<file path="src/rtl/pwm_pkg.sv">
// Shared constants and types for the eight-channel PWM bank.
package pwm_pkg;

    localparam int PWM_CHANNELS = 8;
    localparam int PWM_WIDTH    = 16;

    typedef logic [PWM_WIDTH-1:0] duty_t;

endpackage

</file>
<file path="src/rtl/pwm_bank_if.sv">
// Register-file side of the PWM bank: enable, eight duty words, PWM outputs
// and the period_start pulse.
interface pwm_bank_if
    import pwm_pkg::*;
#(
    parameter int WIDTH = PWM_WIDTH
);

    logic                    en;
    logic [WIDTH-1:0]        pwm_reg0;
    logic [WIDTH-1:0]        pwm_reg1;
    logic [WIDTH-1:0]        pwm_reg2;
    logic [WIDTH-1:0]        pwm_reg3;
    logic [WIDTH-1:0]        pwm_reg4;
    logic [WIDTH-1:0]        pwm_reg5;
    logic [WIDTH-1:0]        pwm_reg6;
    logic [WIDTH-1:0]        pwm_reg7;
    logic [PWM_CHANNELS-1:0] pwm_out;
    logic                    period_start;

    modport master (
        output en, pwm_reg0, pwm_reg1, pwm_reg2, pwm_reg3,
               pwm_reg4, pwm_reg5, pwm_reg6, pwm_reg7,
        input  pwm_out, period_start
    );

    modport slave (
        input  en, pwm_reg0, pwm_reg1, pwm_reg2, pwm_reg3,
               pwm_reg4, pwm_reg5, pwm_reg6, pwm_reg7,
        output pwm_out, period_start
    );

endinterface

</file>
<file path="src/rtl/pwm_channel.sv">
// One PWM channel: optional duty shadow register, comparator and output flop.
// Build with PWM_BANK_SHADOW_EN defined to latch duties only on period wraps.
module pwm_channel #(
    parameter int WIDTH = 16
) (
    input  logic             clk,
    input  logic             rst,
    input  logic             en,
    input  logic             tick,
    input  logic             wrap,
    input  logic [WIDTH-1:0] cnt,
    input  logic [WIDTH-1:0] duty_in,
    output logic             pwm_out
);

    logic [WIDTH-1:0] cnt_next;
    logic [WIDTH-1:0] duty_next;

    assign cnt_next = wrap ? '0 : cnt + 1'b1;

`ifdef PWM_BANK_SHADOW_EN
    logic [WIDTH-1:0] duty_sh;

    always_ff @(posedge clk) begin
        if (rst)
            duty_sh <= '0;
        else if (wrap)
            duty_sh <= duty_in;
    end

    // The compare on a wrap must already see the freshly loaded duty.
    assign duty_next = wrap ? duty_in : duty_sh;
`else
    assign duty_next = duty_in;
`endif

    always_ff @(posedge clk) begin
        if (rst)
            pwm_out <= 1'b0;
        else if (!en)
            pwm_out <= 1'b0;
        else if (tick)
            pwm_out <= (cnt_next < duty_next);
    end

endmodule

</file>
<file path="src/rtl/pwm_bank.sv">
// Eight-channel PWM bank: shared prescaler, period counter and wrap pulse,
// feeding eight pwm_channel instances. Shadowing controlled by PWM_BANK_SHADOW_EN.
module pwm_bank
    import pwm_pkg::*;
#(
    parameter int WIDTH    = PWM_WIDTH,
    parameter int PRESCALE = 1
) (
    input  logic      clk,
    input  logic      rst,
    pwm_bank_if.slave bus
);

    localparam int DIVW = (PRESCALE > 1) ? $clog2(PRESCALE) : 1;

    logic [DIVW-1:0]         div;
    logic [WIDTH-1:0]        cnt;
    logic                    tick;
    logic                    wrap;
    logic                    period_start_q;
    logic [PWM_CHANNELS-1:0] out_vec;
    logic [WIDTH-1:0]        duty_in [PWM_CHANNELS];

    assign duty_in[0] = bus.pwm_reg0;
    assign duty_in[1] = bus.pwm_reg1;
    assign duty_in[2] = bus.pwm_reg2;
    assign duty_in[3] = bus.pwm_reg3;
    assign duty_in[4] = bus.pwm_reg4;
    assign duty_in[5] = bus.pwm_reg5;
    assign duty_in[6] = bus.pwm_reg6;
    assign duty_in[7] = bus.pwm_reg7;

    assign tick = bus.en && (div == DIVW'(PRESCALE - 1));
    assign wrap = tick && (cnt == '1);

    // Parking cnt at all-ones makes the first tick after enable a wrap.
    always_ff @(posedge clk) begin
        if (rst) begin
            div            <= '0;
            cnt            <= '1;
            period_start_q <= 1'b0;
        end else if (!bus.en) begin
            div            <= '0;
            cnt            <= '1;
            period_start_q <= 1'b0;
        end else begin
            period_start_q <= wrap;
            if (tick) begin
                div <= '0;
                cnt <= cnt + 1'b1;
            end else begin
                div <= div + 1'b1;
            end
        end
    end

    for (genvar n = 0; n < PWM_CHANNELS; n++) begin : g_ch
        pwm_channel #(
            .WIDTH (WIDTH)
        ) u_ch (
            .clk     (clk),
            .rst     (rst),
            .en      (bus.en),
            .tick    (tick),
            .wrap    (wrap),
            .cnt     (cnt),
            .duty_in (duty_in[n]),
            .pwm_out (out_vec[n])
        );
    end

    assign bus.pwm_out      = out_vec;
    assign bus.period_start = period_start_q;

endmodule

</file>
<file path="src/flat_wrapper.sv">
// flat-port wrapper written by rule: the top's interface ports become plain ports
module pwm_bank_flat import pwm_pkg::*;
#(
    parameter int WIDTH    = PWM_WIDTH,
    parameter int PRESCALE = 1
)
  (clk, rst, bus_en, bus_pwm_reg0, bus_pwm_reg1, bus_pwm_reg2, bus_pwm_reg3, bus_pwm_reg4, bus_pwm_reg5, bus_pwm_reg6, bus_pwm_reg7, bus_pwm_out, bus_period_start);
  pwm_bank_if #(.WIDTH(WIDTH)) bus_i ();
  input  logic clk;
  input  logic rst;
  input wire logic [$bits(bus_i.en)-1:0] bus_en;
  input wire logic [$bits(bus_i.pwm_reg0)-1:0] bus_pwm_reg0;
  input wire logic [$bits(bus_i.pwm_reg1)-1:0] bus_pwm_reg1;
  input wire logic [$bits(bus_i.pwm_reg2)-1:0] bus_pwm_reg2;
  input wire logic [$bits(bus_i.pwm_reg3)-1:0] bus_pwm_reg3;
  input wire logic [$bits(bus_i.pwm_reg4)-1:0] bus_pwm_reg4;
  input wire logic [$bits(bus_i.pwm_reg5)-1:0] bus_pwm_reg5;
  input wire logic [$bits(bus_i.pwm_reg6)-1:0] bus_pwm_reg6;
  input wire logic [$bits(bus_i.pwm_reg7)-1:0] bus_pwm_reg7;
  output wire logic [$bits(bus_i.pwm_out)-1:0] bus_pwm_out;
  output wire logic [$bits(bus_i.period_start)-1:0] bus_period_start;
  assign bus_i.en = bus_en;
  assign bus_i.pwm_reg0 = bus_pwm_reg0;
  assign bus_i.pwm_reg1 = bus_pwm_reg1;
  assign bus_i.pwm_reg2 = bus_pwm_reg2;
  assign bus_i.pwm_reg3 = bus_pwm_reg3;
  assign bus_i.pwm_reg4 = bus_pwm_reg4;
  assign bus_i.pwm_reg5 = bus_pwm_reg5;
  assign bus_i.pwm_reg6 = bus_pwm_reg6;
  assign bus_i.pwm_reg7 = bus_pwm_reg7;
  assign bus_pwm_out = bus_i.pwm_out;
  assign bus_period_start = bus_i.period_start;
  pwm_bank #(.WIDTH(WIDTH), .PRESCALE(PRESCALE)) u_core (.clk(clk), .rst(rst), .bus(bus_i));
endmodule
</file>
<file path="config.mk">
export PLATFORM = sky130hd
export DESIGN_NAME = pwm_bank_flat
export DESIGN_NICKNAME = d
export VERILOG_FILES = /design/src/rtl/pwm_pkg.sv /design/src/rtl/pwm_bank_if.sv /design/src/rtl/pwm_channel.sv /design/src/rtl/pwm_bank.sv /design/src/flat_wrapper.sv
export SDC_FILE = /design/constraint.sdc
export NUM_CORES = 1
export LEC_CHECK = 0
export ABC_AREA = 0
export BUFFER_PORTS_ARGS = -buffer_cell sky130_fd_sc_hd__buf_2
export CAP_MARGIN = 20
export CORE_UTILIZATION = 45
export CTS_CLUSTER_DIAMETER = 50
export CTS_CLUSTER_SIZE = 24
export DETAILED_ROUTE_END_ITERATION = 8
export PLACE_DENSITY = 0.66
export SLEW_MARGIN = 20
export SYNTH_ARGS = -nofsm -noshare
export SYNTH_HDL_FRONTEND = slang
export SYNTH_HIERARCHICAL = 1
export SYNTH_SLANG_ARGS = --single-unit
</file>
<file path="constraint.sdc">
create_clock -name clk -period 4.5 [get_ports clk]
set_clock_uncertainty 0.1 [all_clocks]
set_input_delay 0.9 -clock clk [delete_from_list [all_inputs] [get_ports clk]]
set_output_delay 0.9 -clock clk [all_outputs]
set_load 0.02 [all_outputs]
</file>
==> impl_metrics.py <==
metrics = {
    "grt": {
        "grt_pass1_vias": 6937,
        "grt_max_degree": 54,
        "grt.overflow.total": 0,
        "grt_usage_pct": 23.7,
        "antenna_found_initial": 0,
        "grt_pass1_wl_um": 32600,
    },
    "drt": {
        "drcViolationCount": 0,
        "via_count": 7373,
        "dr.pass1.iters": 5,
        "drt_iter0_drc": 347,
        "viasPerCell": 5.33,
        "wl_per_cell_um": 14.2,
        "drt_wl_total_um": 19700,
        "ant_nets": 0,
    },
    "die": {
        "io-pin-count": 140,
        "dieArea_um2": 16900,
        "rows": 46,
        "dieHeight_um": 130,
        "core_um2": 15900,
        "initial_utilization_pct": 46.3,
        "die_x_um": 130,
    },
    "power": {
        "switching_share_pct": 46.5,
        "powerDensity_nw_per_um2": 216,
        "seq_power_share_pct": 13.5,
        "power_frac_comb_pct": 73.6,
        "power_frac_clock_pct": 12.8,
        "irDropWorstVdd_mv": 0.171,
        "p_leak_nw": 4.76,
        "intPower_mw": 0.985,
        "finalPower_mw": 1.84,
        "power_switching_mw": 0.856,
    },
    "synthesis": {
        "synth.top_cell.area_share_pct": 21.9,
        "synth.distinct_cells": 44,
        "synth_edf_count": 0,
        "syn_area_um2": 7380,
        "synthArstFlopShare_pct": 0,
        "ys.warnings.count": 6,
        "yosys-top-cells-area": "ha_1, xnor2_1, dfxtp_1",
        "synth_most_common_cell": "inv_1",
        "synthCells": 1022,
        "ys.flop_type": "dfxtp_1",
        "synth_commonest_cells": "inv_1, ha_1, nor2_1",
        "synth.avg_cell_area_um2": 7.22,
        "synth_seq_cells": 26,
        "yosysTopAreaCell": "ha_1",
        "syn_nets": 1282,
        "synth_seq_area_share_pct": 7.05,
    },
    "min_path": {
        "min_delay_path_depth": 3,
        "hold_start": "u_core/cnt[1]",
        "hold_path_end": "u_core/cnt[1]",
        "hold_class": "flop to flop",
    },
    "worst_setup_path": {
        "crit_type": "input pin to flop",
        "reg2reg_to": "u_core/g_ch[0].u_ch/pwm_out",
        "critPathSlowestCell": "and3_4",
        "cp_cell_sequence": "buf_2 > nand3b_4 > nor4_4 > and3_4 > buf_4 > nor2_1 > ha_1 > nand2_1 > nor4_1 > o311ai_1 > a31o_1",
        "cp_num_buf_inv": 2,
        "cp_data_arrival_time_ps": 3750,
        "worst_setup_path_end_kind": "flop",
        "slowest_delay_ps": 570,
        "r2r-start": "u_core/cnt[1]",
        "r2r_slack_ps": 1060,
        "crit_required_ps": 4570,
        "startpoint_type": "input pin",
        "r2r_cells": 11,
        "worstPathMaxFanout": 44,
        "crit_family": "simple AND/OR/NAND/NOR gates",
    },
    "placed_design": {
        "hpwl_um": 13700,
        "gp_congestion": 0.823,
        "portBuffers": 139,
    },
    "sta": {
        "slew-limit-headroom_pct": 47.3,
        "worst_pin_slew_ps": 790,
        "slew_viol_final": 0,
        "fmax_ghz": 0.272,
        "hold_violations": 0,
        "finalCriticalPeriod_ps": 3670,
        "setup_viol": 0,
        "period_share_pct": 81.6,
        "rsz0062_at_grt": "false",
        "fin_tns_setup_ps": 0,
    },
    "status": {
        "status": "completed",
    },
    "clock_tree": {
        "cts_resized": 0,
        "cts_buffers": 3,
        "ctsHoldBuffers": 0,
        "cts.sinks": 26,
        "cts_setup_buffers": 0,
        "clock_path_buffers": 2,
        "cts_tree": "yes",
        "clk_pin_slew_ps": 80,
        "htreeDepth": 1,
        "ctsRootBufferMaster": "clkbuf_16",
        "clock_latency_ps": 270,
    },
    "cells_and_area": {
        "multi_input_area_um2": 6270,
        "nFillCells": 1612,
        "nNetsFinal": 1429,
        "drive_above_1_share_pct": 19.9,
        "register_area_um2": 532,
        "area_growth_pct": 15.6,
        "num_antenna_cells": 0,
    },
    "job": {
        "drv_cap": 0,
    },
}
[power groups by stage]
| stage | sequential (mW) | clock (mW) | combinational [mW] |
|---|---|---|---|
| finish | 0.249 | 0.236 | 1.36 |
| global route | 0.250 | 0.248 | 1.56 |
| CTS | 0.249 | 0.244 | 1.36 |
| detailed placement | 0.254 | 0 | 1.36 |
| global placement | 0.254 | 0 | 1.33 |
| floorplan | 0.302 | 0 | 1.01 |
[registers in the layout, indices dropped and copies added, names as in the netlist]
register                  flops
u_core/g_ch.u_ch/pwm_out      8
u_core/bus.period_start       1
u_core/cnt                   16
u_core/div                    1
[worst reg2reg max path, delay by kind of cell (launching register included)]
kind / cells / cell delay [ps]
and+or+nand+nor: 6 / 1620
buffers and inverters: 1 / 420
AOI/OAI and AO/OA: 2 / 390
adders and majority gates: 2 / 480
DFF: 1 / 340
[kinds of logic after synthesis]
| family | share of synthesized area (%) |
|---|---|
| adder cells (fa/ha/maj) | 21.9 |
| AO/OA/AOI/OAI | 10.3 |
| other | 0.0508 |
| AND/OR/NAND/NOR | 38.9 |
| multiplexers | 1.36 |
| buffers and inverters | 8.07 |
| XOR/XNOR | 12.3 |
| flip-flops | 7.05 |
[through the flow]
stage	instance area, um2	setup WS [ps]	util [%]	hold slack [ps]	instances
floorplan	7380	53.5	-	435	1022
global placement	8440	663	52.9	465	1380
detailed placement	8440	568	52.9	475	1380
CTS	8530	864	53.5	495	1384
global route	8530	593	53.5	547	1384
finish	8530	827	53.5	492	1384
[worst max-delay path by stage]
stage,slack [ps],startpoint,endpoint,depth (start not counted)
after global placement,660,bus_en,u_core/g_ch[0].u_ch/pwm_out,11
final,830,bus_en,u_core/g_ch[0].u_ch/pwm_out,11
after global routing,590,bus_en,u_core/g_ch[0].u_ch/pwm_out,11
after detailed placement,570,bus_en,u_core/g_ch[0].u_ch/pwm_out,11
after CTS,860,bus_en,u_core/g_ch[0].u_ch/pwm_out,11
after floorplan,50,u_core/cnt[2],u_core/g_ch[0].u_ch/pwm_out,11
[placed cells by master (no fill, tap or decap), types with 9 or more instances in the layout]
master	Yosys	final
o21ai_0	37	37
inv_1	138	138
nand4_1	18	18
nor3_1	25	25
nor4_1	25	25
and3_2	9	9
buf_2	8	139
xor2_1	27	27
nor2_1	128	128
ha_1	129	129
and4_1	11	11
or3_1	9	9
dfxtp_1	26	17
nand3_1	43	43
and3_1	20	19
dfxtp_2	0	9
buf_4	0	21
nor2b_1	26	25
nand2_1	84	84
a21oi_1	58	58
nor4_2	18	18
nand4_4	9	9
xnor2_1	77	77
[area by class of cell]
type / instances / share of cell area (%)
clock buffer: 4 / 1.04
multi-input combinational: 840 / 73.5
sequential: 26 / 6.23
tap: 216 / 3.17
timing repair buffer: 160 / 10.0
inverter: 138 / 6.07
[routing by layer]
layer	track usage [%]	vias up	part of all wire (%)
li1	-	3878	-
met1	31.8	3304	49
met2	42.1	183	46
met3	2.46	8	5.1
met4	2.53	0	0.34
met5	0	-	0
Note: power is estimated with default switching activity, not from simulation.
